$ cat src/rtl/multicycle_controller.sv
// multicycle_controller
//   Main control FSM for the multicycle CPU datapath. It sequences one
//   instruction through fetch, decode, address/execute, memory and writeback.
//   Outputs are decoded from the current state (Moore). The exceptions are
//   pc_en, the mem_ready-gated IR/PC writes in FETCH, and illegal_op.
//
// Ports
//   clk, reset        clock; synchronous active-high reset
//   op[5:0]           opcode from the instruction register
//   zero              ALU zero flag
//   mem_ready         memory completes the current access this cycle
//   alu_op[1:0]       00 add, 01 sub, 10 use funct (to alu_decoder)
//   alu_src_a         0 PC, 1 reg A
//   alu_src_b[1:0]    00 reg B, 01 const 4, 10 sext imm, 11 imm<<2
//   pc_src[1:0]       00 ALU result, 01 ALUOut, 10 jump target
//   i_or_d            memory address: 0 PC, 1 ALUOut
//   ir_write, mem_write, reg_write, reg_dst, mem_to_reg, branch, pc_write
//   pc_en             pc_write | (branch & zero)
//   illegal_op        one-cycle pulse on an unsupported opcode in DECODE
//   state[3:0]        current state code (debug)
module multicycle_controller (
  input  logic       clk,
  input  logic       reset,
  input  logic [5:0] op,
  input  logic       zero,
  input  logic       mem_ready,
  output logic [1:0] alu_op,
  output logic       alu_src_a,
  output logic [1:0] alu_src_b,
  output logic [1:0] pc_src,
  output logic       i_or_d,
  output logic       ir_write,
  output logic       mem_write,
  output logic       reg_write,
  output logic       reg_dst,
  output logic       mem_to_reg,
  output logic       branch,
  output logic       pc_write,
  output logic       pc_en,
  output logic       illegal_op,
  output logic [3:0] state
);

  typedef enum logic [3:0] {
    S_FETCH   = 4'd0,
    S_DECODE  = 4'd1,
    S_MEMADR  = 4'd2,
    S_MEMRD   = 4'd3,
    S_MEMWB   = 4'd4,
    S_MEMWR   = 4'd5,
    S_EXECUTE = 4'd6,
    S_ALUWB   = 4'd7,
    S_BRANCH  = 4'd8,
    S_ADDIEX  = 4'd9,
    S_ADDIWB  = 4'd10,
    S_JUMP    = 4'd11
  } state_t;

  localparam logic [5:0] OP_RTYPE = 6'b000000;
  localparam logic [5:0] OP_LW    = 6'b100011;
  localparam logic [5:0] OP_SW    = 6'b101011;
  localparam logic [5:0] OP_BEQ   = 6'b000100;
  localparam logic [5:0] OP_ADDI  = 6'b001000;
  localparam logic [5:0] OP_J     = 6'b000010;

  state_t r_state;
  state_t w_next;
  state_t w_dec_state;

  always_ff @(posedge clk) begin
    if (reset) r_state <= S_FETCH;
    else       r_state <= w_next;
  end

  // While reset is held, decode as FETCH so a half-finished instruction
  // cannot issue any further write enables.
  assign w_dec_state = reset ? S_FETCH : r_state;

  always_comb begin
    w_next     = S_FETCH;
    alu_op     = 2'b00;
    alu_src_a  = 1'b0;
    alu_src_b  = 2'b00;
    pc_src     = 2'b00;
    i_or_d     = 1'b0;
    ir_write   = 1'b0;
    mem_write  = 1'b0;
    reg_write  = 1'b0;
    reg_dst    = 1'b0;
    mem_to_reg = 1'b0;
    branch     = 1'b0;
    pc_write   = 1'b0;
    illegal_op = 1'b0;
    case (w_dec_state)
      S_FETCH: begin
        alu_src_b = 2'b01;
        // IR and PC latch only on the cycle the instruction word arrives.
        ir_write  = mem_ready & ~reset;
        pc_write  = mem_ready & ~reset;
        w_next    = mem_ready ? S_DECODE : S_FETCH;
      end
      S_DECODE: begin
        alu_src_b = 2'b11;
        case (op)
          OP_LW, OP_SW: w_next = S_MEMADR;
          OP_RTYPE:     w_next = S_EXECUTE;
          OP_BEQ:       w_next = S_BRANCH;
          OP_ADDI:      w_next = S_ADDIEX;
          OP_J:         w_next = S_JUMP;
          default: begin
            w_next     = S_FETCH;
            illegal_op = 1'b1;
          end
        endcase
      end
      S_MEMADR: begin
        alu_src_a = 1'b1;
        alu_src_b = 2'b10;
        // IR is not written here, so op still holds the lw/sw opcode.
        w_next    = (op == OP_SW) ? S_MEMWR : S_MEMRD;
      end
      S_MEMRD: begin
        i_or_d = 1'b1;
        w_next = mem_ready ? S_MEMWB : S_MEMRD;
      end
      S_MEMWB: begin
        mem_to_reg = 1'b1;
        reg_write  = 1'b1;
      end
      S_MEMWR: begin
        i_or_d    = 1'b1;
        mem_write = 1'b1;
        w_next    = mem_ready ? S_FETCH : S_MEMWR;
      end
      S_EXECUTE: begin
        alu_src_a = 1'b1;
        alu_op    = 2'b10;
        w_next    = S_ALUWB;
      end
      S_ALUWB: begin
        reg_dst   = 1'b1;
        reg_write = 1'b1;
      end
      S_BRANCH: begin
        alu_src_a = 1'b1;
        alu_op    = 2'b01;
        pc_src    = 2'b01;
        branch    = 1'b1;
      end
      S_ADDIEX: begin
        alu_src_a = 1'b1;
        alu_src_b = 2'b10;
        w_next    = S_ADDIWB;
      end
      S_ADDIWB: begin
        reg_write = 1'b1;
      end
      S_JUMP: begin
        pc_src   = 2'b10;
        pc_write = 1'b1;
      end
      default: begin
        // Codes 12-15: all outputs stay 0, recover to FETCH.
        w_next = S_FETCH;
      end
    endcase
  end

  assign pc_en = pc_write | (branch & zero);
  assign state = r_state;

endmodule

$ cat config.mk
export PLATFORM = sky130hd
export DESIGN_NAME = multicycle_controller
export DESIGN_NICKNAME = d
export VERILOG_FILES = /design/src/rtl/multicycle_controller.sv
export SDC_FILE = /design/constraint.sdc
export NUM_CORES = 1
export LEC_CHECK = 0
export ABC_CLOCK_PERIOD_IN_PS = 2500
export CORE_MARGIN = 4
export CORE_UTILIZATION = 34
export CTS_BUF_LIST = sky130_fd_sc_hd__clkbuf_16
export DETAILED_ROUTE_END_ITERATION = 10
export GPL_TIMING_DRIVEN = 0
export PLACE_DENSITY_LB_ADDON = 0.1
export RECOVER_POWER = 100
export SLEW_MARGIN = 25
export SYNTH_ARGS = -nofsm -noshare
export SYNTH_HDL_FRONTEND = slang
export SYNTH_SLANG_ARGS = --single-unit
$ cat constraint.sdc
create_clock -name clk -period 2.5 [get_ports clk]
set_input_delay 0.75 -clock clk [delete_from_list [all_inputs] [get_ports clk]]
set_output_delay 0.75 -clock clk [all_outputs]
set_load 0.02 [all_outputs]
==> Yosys cells after proc, flatten, opt, wreduce, memory -nomap -nowiden <==
Index checks and enable logic that the tools add are counted.
{ "word_totals": {"reg_bits": 4, "latch_bits": 0, "ramBits": 0, "romBits": 0, "input_bits": 10, "output_inout_bits": 21, "wordCells": 50, "memories": 0} }
{ "op_classes": {"addsub": 0, "mul": 0, "div": 0, "order_cmp": 0, "eq_ne": 16, "n_shift": 0, "n_mux": 21, "n_bitwise": 4, "n_reduce_logical": 8} }
{ "ops": {"columns": ["op", "n"], "rows": [
  ["$pmux 4 s7", 1],
  ["$pmux 4 s5", 1],
  ["$eq 4x3->1 const B", 4],
  ["$eq 4x4->1 const B", 4],
  ["$eq 6x6->1 const B", 2],
  ["$mux 1", 11],
  ["$mux 3", 3],
  ["$eq 4x2->1 const B", 2],
  ["$pmux 2 s2", 2],
  ["$eq 6x2->1 const B", 1],
  ["$eq 6x3->1 const B", 1],
  ["$eq 6x4->1 const B", 1],
  ["$logic_not 6->1", 1],
  ["$pmux 2 s3", 1],
  ["$reduce_or 2->1", 3],
  ["$reduce_or 6->1", 1],
  ["$eq 4x1->1 const B", 1],
  ["$logic_not 4->1", 1],
  ["$mux 4", 1],
  ["$reduce_or 4->1", 1],
  ["$reduce_or 3->1", 1],
  ["$and 1x1->1", 2],
  ["$pmux 1 s2", 1],
  ["$not 1->1", 1],
  ["$or 1x1->1", 1]
]} }

==> Longest topological paths before layout <==
{ "logic_depth": {"depth_word": 5, "ltp_mapped": 6, "ltp_nobuf": 4} }

==> Worst setup path after synthesis <==
OpenSTA, ideal clock, no wires.
{ "synth_timing": {"kind": "input to output", "start": "input port reset", "end": "output port pc_src[0]", "arrival_ns": 2.306, "t_required_ns": 1.750, "path_slack_ns": -0.556, "path_stages": 6, "n_path_buf": 3, "path_cell_list": "buf_2 or2_1 buf_6 or2_2 nor3_1 buf_4"} }
{ "synth_via": {"elab_chain_len": 3, "word_cells_on_any_way": 4, "cone_classes": "eq/ne: 2; mux: 2"} }
{ "synth_lines": {"columns": ["item", "line_no", "source"], "rows": [
  ["from (decl)", "23", "input logic reset,"],
  ["$mux 4 (*)", "77", "assign w_dec_state = reset ? S_FETCH : r_state;"],
  ["$eq 4x4->1", "94", "case (w_dec_state)"],
  ["$pmux 2 s2 (*)", "94", null],
  ["to (decl)", "30", "output logic [1:0] pc_src,"]
]} }
Mark *: on every way between the ends. The rest lies on a longest branch, timed or not.

==> Final worst setup path <==
{ "layout_timing": {"start": "input port reset", "end": "output port illegal_op"} }
{ "layout_via": {"elab_chain_len": 3} }
{ "layout_lines": {"columns": ["item", "line_no", "source"], "rows": [
  ["$mux 4", "77", null],
  ["$eq 4x1->1", "94", null],
  ["$mux 1", "94", null],
  ["to (decl)", "40", "output logic illegal_op,"]
]} }
Every way passes these cells.

==> metrics.csv <==
stage,metric,value,unit
layout,area_delta_synth_final,109,%
grt,grt_pass1_wl,3.53,mm
clocking,cts_buffers,3,
worst_setup_path,max_stage_delay,0.24,ns
floorplanning,core_region_area,1540,um2
timing,finalCritPeriodShare,102,%
grt,overflow,0,
placed_design,io_buffers,29,
detailed_routing,drtAntennaViolNets,0,
timing,clock_skew,0.000449,ns
worst_hold_path,holdPathStages,3,
floorplanning,die_x,48.8,um
logic_synthesis,seq_area_frac_synth,14.1,%
timing,relSlewSlack,78.8,%
layout,final_common_cell,buf_4,
worst_setup_path,cp_slowest_cell,or2_4,
grt,grt_max_degree,11,
clocking,cts.htree.levels,1,
layout,nFillCells,119,
logic_synthesis,synth_warnings,0,
grt,track_usage,17.8,%
worst_setup_path,critical_path_buf_inv_count,4,
grt,antenna_found_initial,0,
worst_setup_path,crit_family,simple AND/OR/NAND/NOR gates,
worst_setup_path,regToRegStartpoint,state[2],
job,max-cap-violations,0,
floorplanning,die_area,2380,um2
timing,worst_slew_pin_slew,0.314,ns
power,irDropWorstVdd,0.000675,V
timing,fin_ws,-0.0603,ns
timing,maxClockFrequency,0.391,GHz
clocking,cts_buffer_depth,2,
timing,setup_viol,1,
worst_setup_path,reg2reg_depth,8,
timing,period_needed,2.56,ns
worst_setup_path,arrival,1.81,ns
worst_setup_path,startpoint,reset,
worst_setup_path,cp-end-kind,primary output,
timing,slew_viol_final,0,
layout,largest_reg_flops,4,
timing,whs,0.638,ns
floorplanning,io_pins,31,
detailed_routing,vias,870,
placed_design,hpwl,1.30,mm
timing,hold_violations,0,
power,powerDensity,360,nW/um2
layout,final_cell_mix,"23 x buf_4, 12 x dlygate4sd2_1, 9 x nor3_1, 8 x nor2_1",
detailed_routing,drtIter0Drc,26,
detailed_routing,totalWireLength,2.21,mm
power,p_leak,0.525,nW
floorplanning,die_h,48.8,um
layout,diodes,0,
logic_synthesis,syn_area_per_cell,6.59,um2
worst_setup_path,crit_path_cell_trace,"buf_12, or2_4, buf_6, buf_8, nor3_4, and3_4, buf_6",
logic_synthesis,ys_seq_elements,4,
outcome,outcome,finished with violations,
floorplanning,row_count,14,
detailed_routing,drc,0,
worst_setup_path,r2r_slack,0.74,ns
worst_setup_path,critPathCapture,illegal_op,
layout,final_core_util,76.8,%
worst_setup_path,start_kind,input pin,
clocking,postCtsHoldBufs,0,
detailed_routing,wl_per_cell,14.3,um
worst_hold_path,hp-class,reg2reg,
worst_setup_path,worst-path-stages,7,
logic_synthesis,synthDistinctLibCells,31,
worst_setup_path,r2r_end,state[0],
placed_design,place_congestion,0.853,
logic_synthesis,synthCells,86,
clocking,clkTransAtPathRegs,0.03,ns
grt,grt_pass1_vias,799,
clocking,clk_latency,0.22,ns
worst_setup_path,path_max_fanout,4,
timing,rsz0062_at_grt,true,
clocking,cts_tree,built,
detailed_routing,via_per_inst,5.65,
layout,drive_above_1_share,40.6,%
clocking,root_buffer,clkbuf_16,
worst_setup_path,worstPathRequired,1.75,ns
logic_synthesis,mappedNetlistNets,96,
layout,nets,150,
floorplanning,start_util,36.8,%
worst_setup_path,cp_common_cell,buf_6,
logic_synthesis,syn-cell-area,567,um2
clocking,clock_sinks,4,
outcome,failed_checks,negative setup slack,
worst_setup_path,path_class,in2out,
detailed_routing,drtPass1Iterations,4,
==> layout make-up <==
class	instances	area (um2)	share of cell area, %
flip-flops and latches	4	82.6	6.98
inverters	3	13.8	1.16
plain buffers	7	73.8	6.24
well taps	16	20.0	1.69
multi-input cells	71	477	40.3
repair buffers	50	442	37.3
clock buffers	3	75.1	6.34
==> power breakdown <==
part | internal, mW | switching, mW | leakage (nW)
Combinational | 0.0557 | 0.0521 | 0.455
Sequential | 0.0658 | 0.00171 | 0.0335
Clock | 0.205 | 0.0460 | 0.0370
==> kinds of logic (layout without fill, tap and decap cells) <==
logic type	after synthesis	count (layout)	synth area share, %
xor+xnor	3	3	4.64
simple gates	45	45	43.3
buf+inv	11	63	11.3
compound gates	21	21	23.2
flops	4	4	14.1
mux	2	2	3.53
==> worst min path at each step <==
stage	to	from	slack (ns)
5_1_grt	state[0]	state[3]	0.66
4_1_cts	state[0]	state[3]	0.63
3_5_place_dp	state[0]	state[3]	0.70
2_1_floorplan	state[3]	state[3]	0.74
3_3_place_gp	state[0]	state[2]	0.71
6_report	state[0]	state[3]	0.64
==> per-stage QoR <==
step / TNS, ns / worst slack, ns / instance area, um2 / total power, mW / instances
after CTS: -0.394 / -0.143 / 1140 / 0.417 / 152
after floorplan: -0.191 / -0.180 / 599 / 0.114 / 86
final: -0.0603 / -0.0603 / 1180 / 0.426 / 154
after global placement: -5.94 / -0.950 / 910 / 0.150 / 131
after global routing: -0.173 / -0.0823 / 1180 / 0.442 / 154
after detailed placement: -6.04 / -0.964 / 910 / 0.150 / 131
==> cells in the mapped netlist <==
cell      instances  area, um2
nor3_1           12       60.1
nor2_1            9       33.8
a21oi_1           7       35.0
nand2_1           6       22.5
dfxtp_1           4       80.1
o21ai_0           4       20.0
and3_1            3       18.8
buf_2             3       15.0
inv_1             3       11.3
nand2b_1          3       18.8
or3_1             3       18.8
a211oi_1          2       15.0
a32oi_1           2       17.5
buf_6             2       22.5
clkbuf_1          2       7.51
mux2i_1           2       20.0
nand3_1           2       10.0
o211ai_1          2       15.0
or2_2             2       12.5
xor2_1            2       17.5
a31oi_1           1       6.26
buf_4             1       7.51
nor2b_1           1       6.26
nor4_1            1       6.26
nor4b_4           1       23.8
o22ai_1           1       6.26
o311ai_0          1       8.76
o31ai_1           1       7.51
or2_1             1       6.26
or4_1             1       7.51
xnor2_1           1       8.76
==> layer usage <==
| metal | GRT usage (%) | up-vias | share of wire [%] |
|---|---|---|---|
| met5 | 0 | - | 0 |
| met4 | 4.93 | 0 | 2.4 |
| met3 | 5.50 | 8 | 8.8 |
| met2 | 28.5 | 52 | 46 |
| met1 | 22.8 | 388 | 42 |
| li1 | - | 422 | - |
==> tightest hold or removal path, delay by kind of cell (launching register included) <==
kind             cells  cell delay [ns]
flip-flops           1             0.39
AND/OR/NAND/NOR      2             0.13
AO/OA/AOI/OAI        1             0.06
==> what timing repair did <==
item / CTS / global route
buffers inserted: 18 / 3
gates resized for setup: 77 / 14
setup endpoints to repair: 17 / 10
pin swaps: 10 / 3
Power figures use the tool's default switching activity.
==> patch: new RTL, same flow settings <==
Make the reset (`reset`) asynchronous in one clocked block. Comments in the files are not updated.
--- a/src/rtl/multicycle_controller.sv
+++ b/src/rtl/multicycle_controller.sv
@@ -67,7 +67,7 @@
   state_t w_next;
   state_t w_dec_state;
 
-  always_ff @(posedge clk) begin
+  always_ff @(posedge clk or posedge reset) begin
     if (reset) r_state <= S_FETCH;
     else       r_state <= w_next;
   end
Formal check against the unedited RTL: differs if reset is asserted again (counterexample within 4 cycles, from zero or initial values and one cycle with reset high); with reset held inactive, the same outputs for 10 cycles.
==> patch against the unedited design <==
The run still ends with setup timing left. Routed wire length rose by 2.2%. First-iteration DRC count shrank 3.8%. Global-route usage is 1.6 points higher. Sequential cell count unchanged. Worst setup slack gained 55 ps. Synthesized area increased by 4.2%. Cell area down 5.3%. Total power up 6.3%. Synthesized cell count shrank 4.7%. Sequential share of layout area is 2.2 points higher. Maximum frequency rose by 2.2%. Sequential power rose by 13%. Critical endpoint unchanged.
==> patch: results <==
metrics = {
    "power_and_ir_drop": {
        "power.leakage_nw": 0.488,
        "vdd_drop_max_mv": 0.302,
    },
    "place": {
        "dpl-instance-area_um2": 916,
        "dp_slack_ps": -978,
        "placed_cells": 127,
        "hpwl_um": 1440,
        "place.gp.congestion": 0.799,
    },
    "logic_synthesis": {
        "synth.area.mux_share": 0,
        "synth_compound_area_frac": 0.212,
        "syn_avg_cell_area_um2": 7.20,
        "synth_area_leaders": "dfrtp_1 17%, nor2b_1 5.3%, nor2_1 5.1%, xor2_1 4.4%, nor3_1 4.2%",
        "synth_xor_area_frac": 0.0445,
        "synth_fa_ha_area_frac": 0,
        "synth_commonest_cells": "8 x nor2_1, 6 x nand2_1, 5 x nor2b_1, 5 x nor3_1",
        "ys_types": 36,
        "synthesis.nets": 92,
        "synthArstFlopShare": 1.00,
        "ys_seq_area_frac": 0.169,
        "yosys_most_used_dff": "dfrtp_1",
    },
    "layout": {
        "largest_reg_flops": 4,
        "drive_gt1_frac": 0.460,
        "fin_nets": 138,
        "antenna_cells": 0,
        "fill_cells": 139,
    },
    "worst_setup_path": {
        "crit_family": "buffers and inverters",
        "worstPathArrival_ps": 1760,
        "timing.rr.start": "state[0]",
        "crit_fanout": 5,
        "worstRegToRegCells": 4,
        "r2r_end": "state[0]",
        "cp_slowest_cell": "dlygate4sd2_1",
        "r2r_setup_slack_ps": 1130,
        "slowest_delay_ps": 350,
    },
    "outcome": {
        "status": "complete, but fails checks",
        "violations": "setup timing",
    },
    "global_route": {
        "grt_max_degree": 11,
        "grt_pass1_vias": 765,
        "groute.usage.overall": 0.194,
        "grt_antenna_before_repair": 0,
        "grt_pass1_wl_um": 3750,
        "grt_overflow": 0,
    },
    "drt": {
        "routed_wl_um": 2250,
        "via_per_inst": 5.89,
        "vias": 837,
        "drt-initial-drc-count": 25,
        "drt_first_pass_iters": 4,
    },
    "sta": {
        "final.setup.worst_slack_ps": -5.74,
        "fin_hold_ws_ps": 605,
        "relSlewSlack": 0.712,
        "fin_setup_tns_ps": -5.74,
        "setup_viol": 1,
        "skew_ps": 1.72,
    },
    "clock_tree": {
        "clk_latency_ps": 220,
    },
    "min_path": {
        "hold_class": "input pin to async pin",
    },
}
[patch: changes by cell type after synthesis, moves of 4 or more]
cell and delta:
a21oi_1 -5, dfxtp_1 -4, nor2b_1 +4, dfrtp_1 +4, nor3_1 -7
[patch: worst max path at each step]
| stage | start | end | slack, ps | cells after the start |
|---|---|---|---|---|
| final | op[1] | illegal_op | -6 | 5 |
| after global placement | mem_ready | pc_en | -920 | 5 |
| after CTS | reset | pc_src[1] | 10 | 4 |
| after detailed placement | mem_ready | pc_en | -980 | 5 |
| after global routing | op[1] | illegal_op | -50 | 5 |
| after floorplan | mem_ready | pc_en | 50 | 3 |
[patch: layout make-up]
type	instances	area (um2)	share of cell area
inverters	2	12.5	0.0112
plain buffers	8	60.1	0.0536
flip-flops and latches	4	103	0.0915
well taps	16	20.0	0.0179
repair buffers	41	345	0.308
clock buffers	3	75.1	0.0670
multi-input cells	68	505	0.451
[patch: power breakdown]
| group | internal [mW] | total (mW) | switching, mW |
|---|---|---|---|
| sequential | 0.0686 | 0.0761 | 0.00749 |
| combinational | 0.0600 | 0.128 | 0.0679 |
| clock | 0.204 | 0.249 | 0.0446 |
| total | 0.333 | 0.453 | 0.120 |
[patch: per-layer routing]
metal | share of wire | wire length, um | track usage | up-vias
li1 | - | - | - | 398
met1 | 0.42 | 946 | 0.246 | 407
met2 | 0.52 | 1160 | 0.330 | 27
met3 | 0.047 | 106 | 0.0271 | 5
met4 | 0.016 | 37 | 0.0691 | 0
met5 | 0 | 0 | 0 | -
[patch: timing repair]
item                                    in CTS  in global routing
cloned                                       0                  0
endpoints found under the setup margin      17                 14
buffers inserted                             9                  3
pin swaps                                    6                  2
resized for setup                           92                 19
